**config.mk**
```make
export PLATFORM = sky130hd
export DESIGN_NAME = multicycle_control_unit
export DESIGN_NICKNAME = d
export VERILOG_FILES = /design/src/rtl/legv8_ctrl_pkg.sv /design/src/rtl/legv8_opcode_decode.sv /design/src/rtl/multicycle_control_unit.sv
export SDC_FILE = /design/constraint.sdc
export NUM_CORES = 1
export LEC_CHECK = 0
export CELL_PAD_IN_SITES_DETAIL_PLACEMENT = 0
export CELL_PAD_IN_SITES_GLOBAL_PLACEMENT = 1
export CORE_MARGIN = 5
export CORE_UTILIZATION = 25
export DETAILED_ROUTE_END_ITERATION = 16
export PLACE_DENSITY = 0.72
export RECOVER_POWER = 50
export SLEW_MARGIN = 20
export SYNTH_ARGS = -nofsm -noshare
export SYNTH_HDL_FRONTEND = slang
export SYNTH_SLANG_ARGS = --single-unit
```
**constraint.sdc**
```tcl
create_clock -name clk -period 2.2 [get_ports clk]
set_input_delay 0.22 -clock clk [delete_from_list [all_inputs] [get_ports clk]]
set_output_delay 0.22 -clock clk [all_outputs]
set_load 0.1 [all_outputs]
```
**src/rtl/legv8_ctrl_pkg.sv**
```systemverilog
// Shared encodings for the multi-cycle LEGv8 control unit: opcodes, FSM states,
// mux-select encodings and the decoded instruction class.
package legv8_ctrl_pkg;

    // Opcode fields, left-aligned at instruction[31]
    localparam logic [10:0] OP_ADD  = 11'b10001011000;
    localparam logic [10:0] OP_SUB  = 11'b11001011000;
    localparam logic [10:0] OP_AND  = 11'b10001010000;
    localparam logic [10:0] OP_ORR  = 11'b10101010000;
    localparam logic [10:0] OP_LDUR = 11'b11111000010;
    localparam logic [10:0] OP_STUR = 11'b11111000000;
    localparam logic [9:0]  OP_ADDI = 10'b1001000100;
    localparam logic [7:0]  OP_CBZ  = 8'b10110100;
    localparam logic [5:0]  OP_B    = 6'b000101;

    typedef enum logic [3:0] {
        S_IDLE   = 4'd0,
        S_FETCH  = 4'd1,
        S_DECODE = 4'd2,
        S_EXEC_R = 4'd3,
        S_EXEC_I = 4'd4,
        S_WB_R   = 4'd5,
        S_ADDR   = 4'd6,
        S_MEM_RD = 4'd7,
        S_WB_MEM = 4'd8,
        S_MEM_WR = 4'd9,
        S_BRANCH = 4'd10,
        S_JUMP   = 4'd11,
        S_FAULT  = 4'd12
    } state_t;

    localparam logic [1:0] ALU_ADD    = 2'b00;
    localparam logic [1:0] ALU_PASS_B = 2'b01;
    localparam logic [1:0] ALU_FUNCT  = 2'b10;

    localparam logic [1:0] SRCB_REG     = 2'b00;
    localparam logic [1:0] SRCB_FOUR    = 2'b01;
    localparam logic [1:0] SRCB_IMM     = 2'b10;
    localparam logic [1:0] SRCB_IMM_SH2 = 2'b11;

    localparam logic [1:0] PCSRC_ALU    = 2'b00;
    localparam logic [1:0] PCSRC_TARGET = 2'b01;

    // One-hot instruction class produced by the opcode decoder
    typedef struct packed {
        logic r;
        logic addi;
        logic ldur;
        logic stur;
        logic cbz;
        logic b;
        logic illegal;
    } instr_class_t;

endpackage

```
**src/rtl/legv8_opcode_decode.sv**
```systemverilog
// Combinational opcode classifier: instruction[31:21] -> one-hot instruction class.
module legv8_opcode_decode
    import legv8_ctrl_pkg::*;
#(
    parameter int ENABLE_ADDI = 1
) (
    input  logic [10:0]  opcode,
    output instr_class_t cls
);

    // Match each opcode field at its own width; anything unmatched is illegal
    always_comb begin
        cls      = '0;
        cls.r    = (opcode == OP_ADD) || (opcode == OP_SUB) ||
                   (opcode == OP_AND) || (opcode == OP_ORR);
        cls.addi = (ENABLE_ADDI != 0) && (opcode[10:1] == OP_ADDI);
        cls.ldur = (opcode == OP_LDUR);
        cls.stur = (opcode == OP_STUR);
        cls.cbz  = (opcode[10:3] == OP_CBZ);
        cls.b    = (opcode[10:5] == OP_B);
        cls.illegal = !(cls.r || cls.addi || cls.ldur || cls.stur || cls.cbz || cls.b);
    end

endmodule

```
**src/rtl/multicycle_control_unit.sv**
```systemverilog
// Multi-cycle LEGv8 control FSM: sequences fetch/decode/execute/memory/writeback,
// stalls on mem_ready, traps illegal opcodes and memory timeouts into FAULT.
module multicycle_control_unit
    import legv8_ctrl_pkg::*;
#(
    parameter int MEM_TIMEOUT  = 16,
    parameter int ENABLE_ADDI  = 1,
    parameter int TRAP_ILLEGAL = 1
) (
    input  logic        clk,
    input  logic        reset,
    input  logic [31:0] instruction,
    input  logic        mem_ready,
    input  logic        zero,
    output logic        PC_WRITE,
    output logic        IR_WRITE,
    output logic        REG2LOC,
    output logic        ALU_SRC_A,
    output logic [1:0]  ALU_SRC_B,
    output logic [1:0]  ALU_OP,
    output logic        MEM_READ,
    output logic        MEM_WRITE,
    output logic        MEM2REG,
    output logic        REG_WRITE,
    output logic [1:0]  PC_SRC,
    output logic        instr_done,
    output logic        fault
);

    // Counter only needs to reach MEM_TIMEOUT-1
    localparam int CNT_W = (MEM_TIMEOUT > 2) ? $clog2(MEM_TIMEOUT) : 1;

    state_t             state, state_nxt;
    instr_class_t       cls;
    logic [CNT_W-1:0]   tmo_cnt;
    logic               mem_state;
    logic               timeout_hit;
    logic               unused_ins;

    // Only the opcode field steers control; operand fields go to the datapath
    assign unused_ins = ^instruction[20:0];

    legv8_opcode_decode #(.ENABLE_ADDI(ENABLE_ADDI)) u_dec (
        .opcode (instruction[31:21]),
        .cls    (cls)
    );

    assign mem_state   = (state == S_FETCH) || (state == S_MEM_RD) || (state == S_MEM_WR);
    // Last allowed wait cycle; a mem_ready in this same cycle still completes
    assign timeout_hit = (MEM_TIMEOUT != 0) && (tmo_cnt == CNT_W'(MEM_TIMEOUT - 1));

    // State register; reset abandons any in-flight instruction immediately
    always_ff @(posedge clk or posedge reset) begin
        if (reset) state <= S_IDLE;
        else       state <= state_nxt;
    end

    // Wait counter: cleared on every state change, counts stalled memory cycles
    always_ff @(posedge clk or posedge reset) begin
        if (reset)                         tmo_cnt <= '0;
        else if (state_nxt != state)       tmo_cnt <= '0;
        else if (mem_state && !mem_ready)  tmo_cnt <= tmo_cnt + 1'b1;
    end

    // Next-state and Moore outputs; FETCH/BRANCH PC and IR loads are input-qualified
    always_comb begin
        state_nxt  = state;
        PC_WRITE   = 1'b0;
        IR_WRITE   = 1'b0;
        REG2LOC    = 1'b0;
        ALU_SRC_A  = 1'b0;
        ALU_SRC_B  = SRCB_REG;
        ALU_OP     = ALU_ADD;
        MEM_READ   = 1'b0;
        MEM_WRITE  = 1'b0;
        MEM2REG    = 1'b0;
        REG_WRITE  = 1'b0;
        PC_SRC     = PCSRC_ALU;
        instr_done = 1'b0;
        fault      = 1'b0;
        case (state)
            S_IDLE: state_nxt = S_FETCH;
            S_FETCH: begin
                MEM_READ  = 1'b1;
                ALU_SRC_B = SRCB_FOUR;
                if (mem_ready) begin
                    IR_WRITE  = 1'b1;
                    PC_WRITE  = 1'b1;
                    state_nxt = S_DECODE;
                end else if (timeout_hit) begin
                    state_nxt = S_FAULT;
                end
            end
            S_DECODE: begin
                // PC + (imm << 2) lands in the branch-target register
                ALU_SRC_B = SRCB_IMM_SH2;
                if (cls.r)         state_nxt = S_EXEC_R;
                else if (cls.addi) state_nxt = S_EXEC_I;
                else if (cls.ldur || cls.stur) state_nxt = S_ADDR;
                else if (cls.cbz)  state_nxt = S_BRANCH;
                else if (cls.b)    state_nxt = S_JUMP;
                else if (TRAP_ILLEGAL != 0) state_nxt = S_FAULT;
                else begin
                    instr_done = 1'b1;
                    state_nxt  = S_FETCH;
                end
            end
            S_EXEC_R: begin
                ALU_SRC_A = 1'b1;
                ALU_OP    = ALU_FUNCT;
                state_nxt = S_WB_R;
            end
            S_EXEC_I: begin
                ALU_SRC_A = 1'b1;
                ALU_SRC_B = SRCB_IMM;
                state_nxt = S_WB_R;
            end
            S_WB_R: begin
                REG_WRITE  = 1'b1;
                instr_done = 1'b1;
                state_nxt  = S_FETCH;
            end
            S_ADDR: begin
                ALU_SRC_A = 1'b1;
                ALU_SRC_B = SRCB_IMM;
                REG2LOC   = cls.stur;
                state_nxt = cls.stur ? S_MEM_WR : S_MEM_RD;
            end
            S_MEM_RD: begin
                MEM_READ = 1'b1;
                if (mem_ready)        state_nxt = S_WB_MEM;
                else if (timeout_hit) state_nxt = S_FAULT;
            end
            S_WB_MEM: begin
                REG_WRITE  = 1'b1;
                MEM2REG    = 1'b1;
                instr_done = 1'b1;
                state_nxt  = S_FETCH;
            end
            S_MEM_WR: begin
                MEM_WRITE = 1'b1;
                REG2LOC   = 1'b1;
                if (mem_ready) begin
                    instr_done = 1'b1;
                    state_nxt  = S_FETCH;
                end else if (timeout_hit) begin
                    state_nxt = S_FAULT;
                end
            end
            S_BRANCH: begin
                REG2LOC    = 1'b1;
                ALU_SRC_A  = 1'b1;
                ALU_OP     = ALU_PASS_B;
                PC_SRC     = PCSRC_TARGET;
                PC_WRITE   = zero;
                instr_done = 1'b1;
                state_nxt  = S_FETCH;
            end
            S_JUMP: begin
                PC_SRC     = PCSRC_TARGET;
                PC_WRITE   = 1'b1;
                instr_done = 1'b1;
                state_nxt  = S_FETCH;
            end
            S_FAULT: fault = 1'b1;
            default: state_nxt = S_IDLE;
        endcase
    end

endmodule

```
Word-level counts from Yosys, hierarchy flattened
Cells that the tools add are included.
{ "op_classes": {"n_mux": 27, "n_reduce_logical": 19, "n_eq_ne": 23, "add_sub_neg": 1} }
{ "ops": {"columns": ["op", "n"], "rows": [
  ["== test 11 bit (second input constant)", 6],
  ["2-to-1 mux 4 bit", 10],
  ["case mux 4 bit (8 select lines)", 1],
  ["== test 4 bit (second input constant)", 6],
  ["== test 4 x 3 -> 1 bit (second input constant)", 4],
  ["OR reduction 2 bit", 6],
  ["== test 10 bit (second input constant)", 1],
  ["2-to-1 mux 1 bit", 9],
  ["== test 4 x 2 -> 1 bit (second input constant)", 2],
  ["== test 8 bit (second input constant)", 1],
  ["OR reduction 4 bit", 2],
  ["== test 6 x 3 -> 1 bit (second input constant)", 1],
  ["logical OR 1 bit", 6],
  ["2-to-1 mux 3 bit", 2],
  ["case mux 2 bit (3 select lines)", 1],
  ["OR reduction 5 bit", 1],
  ["adder 4 x 1 -> 4 bit (second input constant)", 1],
  ["== test 4 x 1 -> 1 bit (second input constant)", 1],
  ["logical NOT 4 bit", 1],
  ["!= test 4 bit", 1],
  ["case mux 1 bit (2 select lines)", 2],
  ["case mux 2 bit (2 select lines)", 1],
  ["case mux 1 bit (3 select lines)", 1],
  ["nonzero test 2 bit", 1],
  ["2 further kinds", 2]
]} }
{ "totals": {"elab_cells": 72, "in_bits": 36, "reg_bits": 8} }

Logic depth before layout (Yosys ltp)
Gate-level depths: netlist (run 1).
{ "logic_depth": {"ltp_word": 9, "ltp_mapped": 8} }

Cells and area by module
A second synthesis (run 1) with hierarchy kept.
{ "unflattened": {"hier_cells": 148, "hier_area_um2": 1103.6} }
{ "by_module_without_submodules": {"columns": ["mod", "instances", "seq_area_each_um2", "area_per_inst_um2", "cells_per_inst"], "rows": [
  ["multicycle_control_unit", 1, 200.2, 958.4, 131],
  ["legv8_opcode_decode", 1, 0.0, 145.1, 17]
]} }

Worst setup path before layout (run 1)
OpenSTA, ideal clock, no wires.
{ "synth_timing": {"path_type": "flip-flop to flip-flop", "start": "register state[2]", "end": "register tmo_cnt[0]", "slack_ns": -1.185, "path_stages_with_launch": 8, "arrival_time_ns": 3.284, "t_required_ns": 2.099, "setup_ns": 0.101, "period_less_slack_ns": 3.385, "n_path_buf": 1, "path_cell_list": "dfrtp_1 > buf_2 > nor4bb_2 > a211oi_1 > o21ai_2 > o311a_1 > o221ai_2 > nor4_1"} }
{ "synth_between": {"elab_chain_len": 5, "elab_cells_between_ends": 26} }
{ "synth_lines": {"columns": ["item", "line", "rtl"], "rows": [
  ["start, declared", "multicycle_control_unit.sv:33", "state_t state, state_nxt;"],
  ["start signal, assigned", "multicycle_control_unit.sv:55", "else state <= state_nxt;"],
  ["== test 4 bit (tied with other cells)", "multicycle_control_unit.sv:81", "case (state)"],
  ["OR reduction 5 bit (no line) (tied with other cells)", null, null],
  ["case mux 4 bit (8 select lines) or logical OR 1 bit (tied branches)", "multicycle_control_unit.sv:81, multicycle_control_unit.sv:48", null],
  ["!= test 4 bit or logical AND 1 bit (tied branches)", "multicycle_control_unit.sv:61, multicycle_control_unit.sv:62", null],
  ["2-to-1 mux 4 bit or nonzero test 2 bit (tied branches)", null, null],
  ["end signal, assigned", "multicycle_control_unit.sv:62", "else if (mem_state && !mem_ready) tmo_cnt <= tmo_cnt + 1'b1;"],
  ["end, declared", "multicycle_control_unit.sv:35", "logic [CNT_W-1:0] tmo_cnt;"]
]} }
Parallel ways exist; a longest one is shown, timed or not.
A chain may end at the register's enable or synchronous reset.

Final worst setup path (run 1)
{ "layout_timing": {"start": "register tmo_cnt[0]", "end": "register tmo_cnt[3]"} }
{ "layout_between": {"elab_chain_len": 6, "elab_cells_between_ends": 11} }
{ "layout_lines": {"columns": ["item", "line", "rtl"], "rows": [
  ["== test 4 bit", "multicycle_control_unit.sv:50", "assign timeout_hit = (MEM_TIMEOUT != 0) && (tmo_cnt == CNT_W'(MEM_TIMEOUT - 1));"],
  ["2-to-1 mux 4 bit", "multicycle_control_unit.sv:90, multicycle_control_unit.sv:132, multicycle_control_unit.sv:146", null],
  ["2-to-1 mux 4 bit (on tied branches)", "multicycle_control_unit.sv:143, multicycle_control_unit.sv:86, multicycle_control_unit.sv:131", null],
  ["case mux 4 bit (8 select lines)", "multicycle_control_unit.sv:81", null],
  ["!= test 4 bit", "multicycle_control_unit.sv:61", "else if (state_nxt != state) tmo_cnt <= '0;"],
  ["2-to-1 mux 4 bit or nonzero test 2 bit (tied branches)", null, null]
]} }
Parallel ways exist; a longest one is shown, timed or not. The select of a mux whose other input is x is not followed.

==> results of run 1 <==
==> layer usage <==
layer  track usage, %  vias to the layer above  routed length [um]
met2             23.5                       43                1840
met3            0.935                        4                 154
met5                0                        -                   0
li1                 -                      580                   -
met4             3.75                        0                  44
met1             15.9                      581                1330
==> registers in the layout, summed over array words and instances (netlist names) <==
name     cells
state        4
tmo_cnt      4
==> how the worst max path moves through the flow <==
| stage | startpoint | endpoint | slack (ps) | depth (start not counted) |
|---|---|---|---|---|
| floorplan | state[3] | REG2LOC | -390 | 4 |
| global placement | instruction[27] | tmo_cnt[1] | -40 | 7 |
| detailed placement | instruction[24] | tmo_cnt[3] | -130 | 7 |
| CTS | tmo_cnt[0] | tmo_cnt[1] | 9 | 7 |
| global route | state[1] | tmo_cnt[3] | 5 | 7 |
| finish | tmo_cnt[0] | tmo_cnt[3] | 110 | 7 |
==> per-stage QoR <==
| stage | area [sq um] | setup WS [ps] | hold slack (ps) | utilization (%) | TNS [ps] |
|---|---|---|---|---|---|
| floorplan | 1110 | -387 | 35.7 | - | -2200 |
| global placement | 1680 | -41.2 | 474 | 41.7 | -119 |
| detailed placement | 1680 | -127 | 489 | 41.7 | -428 |
| CTS | 1720 | 8.90 | 253 | 42.8 | 0 |
| global route | 1720 | 5.39 | 450 | 42.7 | 0 |
| finish | 1720 | 108 | 384 | 42.7 | 0 |
==> critical path, stage by stage (launching register included) <==
cell      delay [ps]
dfrtp_1          400
ha_1             230
and3_4           220
a211oi_2         260
o21ai_2          120
o311a_1          350
o221ai_2         260
nor4_1           100
==> cell type report <==
type,instances,share of cell area [%]
Tap cell,50,3.63
Clock buffer,3,2.40
Multi-Input combinational cell,113,48.6
Timing Repair Buffer,46,32.8
Inverter,4,0.872
Sequential cell,8,11.6
==> synthesized netlist by cell type (4+ instances only) <==
cell type / count / share of area (%)
nor2_1: 15 / 5.4
nand2_1: 12 / 4.3
a21oi_1: 8 / 3.8
dfrtp_1: 8 / 19
nor3_1: 6 / 2.9
o21ai_0: 5 / 2.4
and3_1: 4 / 2.4
buf_2: 4 / 1.9
nor4_1: 4 / 2.4
==> power groups by stage <==
stage / registers, mW / logic [mW] / clock network (mW)
CTS: 0.265 / 2.14 / 0.173
global placement: 0.263 / 2.11 / 0
floorplan: 0.209 / 1.50 / 0
finish: 0.267 / 2.13 / 0.173
detailed placement: 0.266 / 2.14 / 0
global route: 0.276 / 2.23 / 0.181
==> logic make-up after synthesis <==
group	share of synthesized area, %
compound gates	22.2
xor+xnor	2.50
fa+ha+maj	1.19
buf+inv	7.63
flops	19.1
mux	2.86
other cells	0.357
simple gates	44.2
==> flow_summary.toml, run 1 <==
[run_status]
outcome = "completed"

[clock_tree]
path_clk_slew_ps = 40
cts-root-buf = "clkbuf_8"
cts_buffers = 3
postCtsSetupBuffers = 0
cts.repair.resized = 0
clockBufferDepth = 2
holdBufCountCts = 0
h-tree-depth = 1
tritoncts = "built"
cts_sinks = 8
clock_latency_ps = 220

[worst_setup_path]
startpoint_type = "register"
crit_required_ps = 2270
r2r-end = "tmo_cnt[3]"
path_class = "register to register"
r2r_setup_slack_ps = 110
worstPathArrival_ps = 2160
cp-end-kind = "register"
critPathMaxFanout = 6
reg2reg_from = "tmo_cnt[0]"
reg2reg_depth = 7

[drt]
drt_iter0_drc = 61
drt_first_pass_iters = 4
ant_nets = 0
vias = 1208
via_per_inst = 5.39
route.detailed.drc = 0
routed_wl_mm = 3.37
wl_per_cell_um = 15.0

[min_path]
min_path_type = "primary input to async pin"

[yosys]
syn-mean-instance-area_sq_um = 7.72
ys_ff_latch = 8
synth-edff-count = 0
syn-instance-count = 136
ys_seq_area_share_pct = 19.1
ys.flop_type = "dfrtp_1"
synthDistinctLibCells = 54
syn_nets = 173
async_flop_share_pct = 100
yosysWarningCount = 0
syn_area_sq_um = 1050

[final_layout]
layout.nets = 213
seqCellArea_sq_um = 200
fillerInstances = 401
final_common_cell = "buf_4"
area_delta_synth_final_pct = 64.0
multi_input_area_sq_um = 837
mostFrequentLayoutCells = "buf_4, nor2_1, buf_12"
drive_above_1_share_pct = 37.9
fin_cells = 224
antennaDiodeCount = 0

[power_and_ir_drop]
p_total_mw = 2.57
pwr-share-seq_pct = 10.4
power.share.clock_pct = 6.7
leakagePower_nw = 0.683
internal-power_mw = 1.09
p_comb_share_pct = 82.9
swShare_pct = 57.7
irDropWorstVdd_uv = 1050
power_switching_mw = 1.48
power_density_nw_per_um2 = 1490

[flow_run]
drv_cap = 0

[floorplanning]
die_w_um = 74.8
die_y_um = 74.8
start_util_pct = 26.1
rows = 23
core-area_sq_um = 4030
io_pins = 52
dieArea_sq_um = 5600

[sta]
setup-violations-final = 0
min_period_ps = 2090
worst_pin_slew_ps = 555
skew_ps = 2.41
slew_headroom_pct = 62.4
hold_violations = 0
slew_violations = 0
max_freq_mhz = 478
period_share_pct = 95.1
rsz0062_at_grt = "no"

[global_routing]
grt_max_degree = 12
grt_use_total_pct = 12.8
grt_pass1_wl_mm = 5.73
grt_pass1_vias = 1227
grt-ovfl-total = 0
antenna_found_initial = 0

[place]
dp_cells = 221
port_buffers = 29
gp_congestion = 0.864
dpl.hpwl_mm = 2.82
Power figures use the tool's default switching activity.
==> run 2, diff against run 1 <==
GPL_TIMING_DRIVEN = 0   (was unset)
==> run 2 against run 1 <==
Compared with the run above:
- sequential cell count unchanged
- via count decreased by 2.4%
- hold slack improved by 2.9 ps
- count of clock-buffer cells in the layout unchanged
- global-route usage decreased by 1.3 points
- critical path depth decreased by 2
- clock skew decreased by 2.2 ps
- total power decreased by 12%
- final area decreased by 15%
- sequential power decreased by 21%
- setup slack got worse by 48 ps
- largest cell class unchanged
- largest power group unchanged
==> flow_summary.toml, run 2 (synthesis results as in run 1) <==
[floorplanning]
die_y_um = 74.8
core-area_sq_um = 4030
die_w_um = 74.8
dieArea_sq_um = 5600
io_pins = 52
start_util_pct = 26.1
rows = 23

[place]
dp_cells = 214
port_buffers = 28
dpl.hpwl_mm = 2.53
dpl_cell_area_sq_um = 1450
gp_congestion = 0.864
post-place-ws_ps = -645

[drt]
route.detailed.drc = 0
ant_nets = 0
drt_first_pass_iters = 4
drt_iter0_drc = 77
via_per_inst = 5.43
vias = 1179
wl_per_cell_um = 15.0
routed_wl_mm = 3.25

[worst_setup_path]
max_stage_delay_ps = 570
cp-end-kind = "primary output"
r2r_setup_slack_ps = 110
r2r-end = "tmo_cnt[1]"
path_class = "register to primary output"
path_buf_inv = 3
slowest_stage = "clkdlybuf4s15_2"
reg2reg_depth = 7
crit_path_start = "state[2]"
critPathMaxFanout = 10
path_depth = 5
reg2reg_from = "tmo_cnt[0]"
worstPathArrival_ps = 1920
crit_family = "buffers and inverters"
crit_required_ps = 1980
crit_chain = "buf_6, buf_4, or2_1, a21oi_2, clkdlybuf4s15_2"
startpoint_type = "register"

[final_layout]
reg_top3 = "state: 4 flops, tmo_cnt: 4 flops"
final_cell_area_sq_um = 1470
fillerInstances = 441
mostFrequentLayoutCells = "nor2_1, nand2_1, clkdlybuf4s50_1"
area_delta_synth_final_pct = 40.0
final_util_pct = 36.5
fin_cells = 217
antennaDiodeCount = 0
layout.nets = 206
drive_above_1_share_pct = 35.3
final_common_cell = "nor2_1"

[flow_run]
drv_cap = 0

[sta]
timing.final.ws_setup_ps = 60.1
rsz0062_at_grt = "no"
period_share_pct = 97.3
min_period_ps = 2140
setup-violations-final = 0
skew_ps = 0.243
slew_headroom_pct = 46.0
worst_pin_slew_ps = 800
max_freq_mhz = 467
setup_tns_ps = 0
slew_violations = 0
hold_violations = 0

[global_routing]
grt_use_total_pct = 11.5
grt-ovfl-total = 0
grt_max_degree = 11
grt_pass1_wl_mm = 5.16
antenna_found_initial = 0
grt_pass1_vias = 1166

[clock_tree]
cts_sinks = 8
tritoncts = "built"
h-tree-depth = 1
clock_latency_ps = 220
cts_buffers = 3
path_clk_slew_ps = 40
cts-root-buf = "clkbuf_8"
holdBufCountCts = 0
clockBufferDepth = 2

[power_and_ir_drop]
leakagePower_nw = 0.590
power_density_nw_per_um2 = 1530
irDropWorstVdd_uv = 757

[run_status]
outcome = "completed"

[min_path]
min_path_type = "primary input to async pin"
==> run 2: how the worst max path moves through the flow <==
stage                 end  slack, ps
2_1_floorplan     REG2LOC       -390
3_3_place_gp      REG2LOC       -620
3_5_place_dp      REG2LOC       -650
4_1_cts        tmo_cnt[1]         20
5_1_grt          MEM_READ          7
6_report         MEM_READ         60
==> run 2: cell type report <==
| class | count | area (sq um) | area share, % |
|---|---|---|---|
| Tap cell | 50 | 62.6 | 4.26 |
| Inverter | 4 | 15.0 | 1.02 |
| Sequential cell | 8 | 200 | 13.6 |
| Buffer | 10 | 70.1 | 4.77 |
| Multi-Input combinational cell | 113 | 828 | 56.3 |
| Timing Repair Buffer | 29 | 253 | 17.2 |
| Clock buffer | 3 | 41.3 | 2.81 |
==> run 2: routing by layer <==
layer / up-vias / wire length (um) / track usage, %
li1: 564 / - / -
met1: 571 / 1390 / 14.2
met2: 36 / 1680 / 20.3
met3: 8 / 109 / 0.534
met4: 0 / 68 / 5.73
met5: - / 0 / 0
==> run 2: power by group <==
| part | switching (mW) | total (mW) | internal, mW |
|---|---|---|---|
| clock network | 0.0548 | 0.173 | 0.118 |
| logic | 1.35 | 1.87 | 0.514 |
| registers | 0.0274 | 0.210 | 0.183 |
| total | 1.44 | 2.25 | 0.815 |
==> run 2: timing repair <==
item	in CTS	in global routing
pin swaps	1	3
setup endpoints to repair	17	14
setup buffers	0	1
gates resized for setup	72	8
==> run 2: through the flow <==
stage	hold WS, ps	power [mW]
after floorplan	35.7	1.71
after global placement	474	2.09
after detailed placement	494	2.10
after CTS	257	2.24
after global routing	437	2.36
final	387	2.25
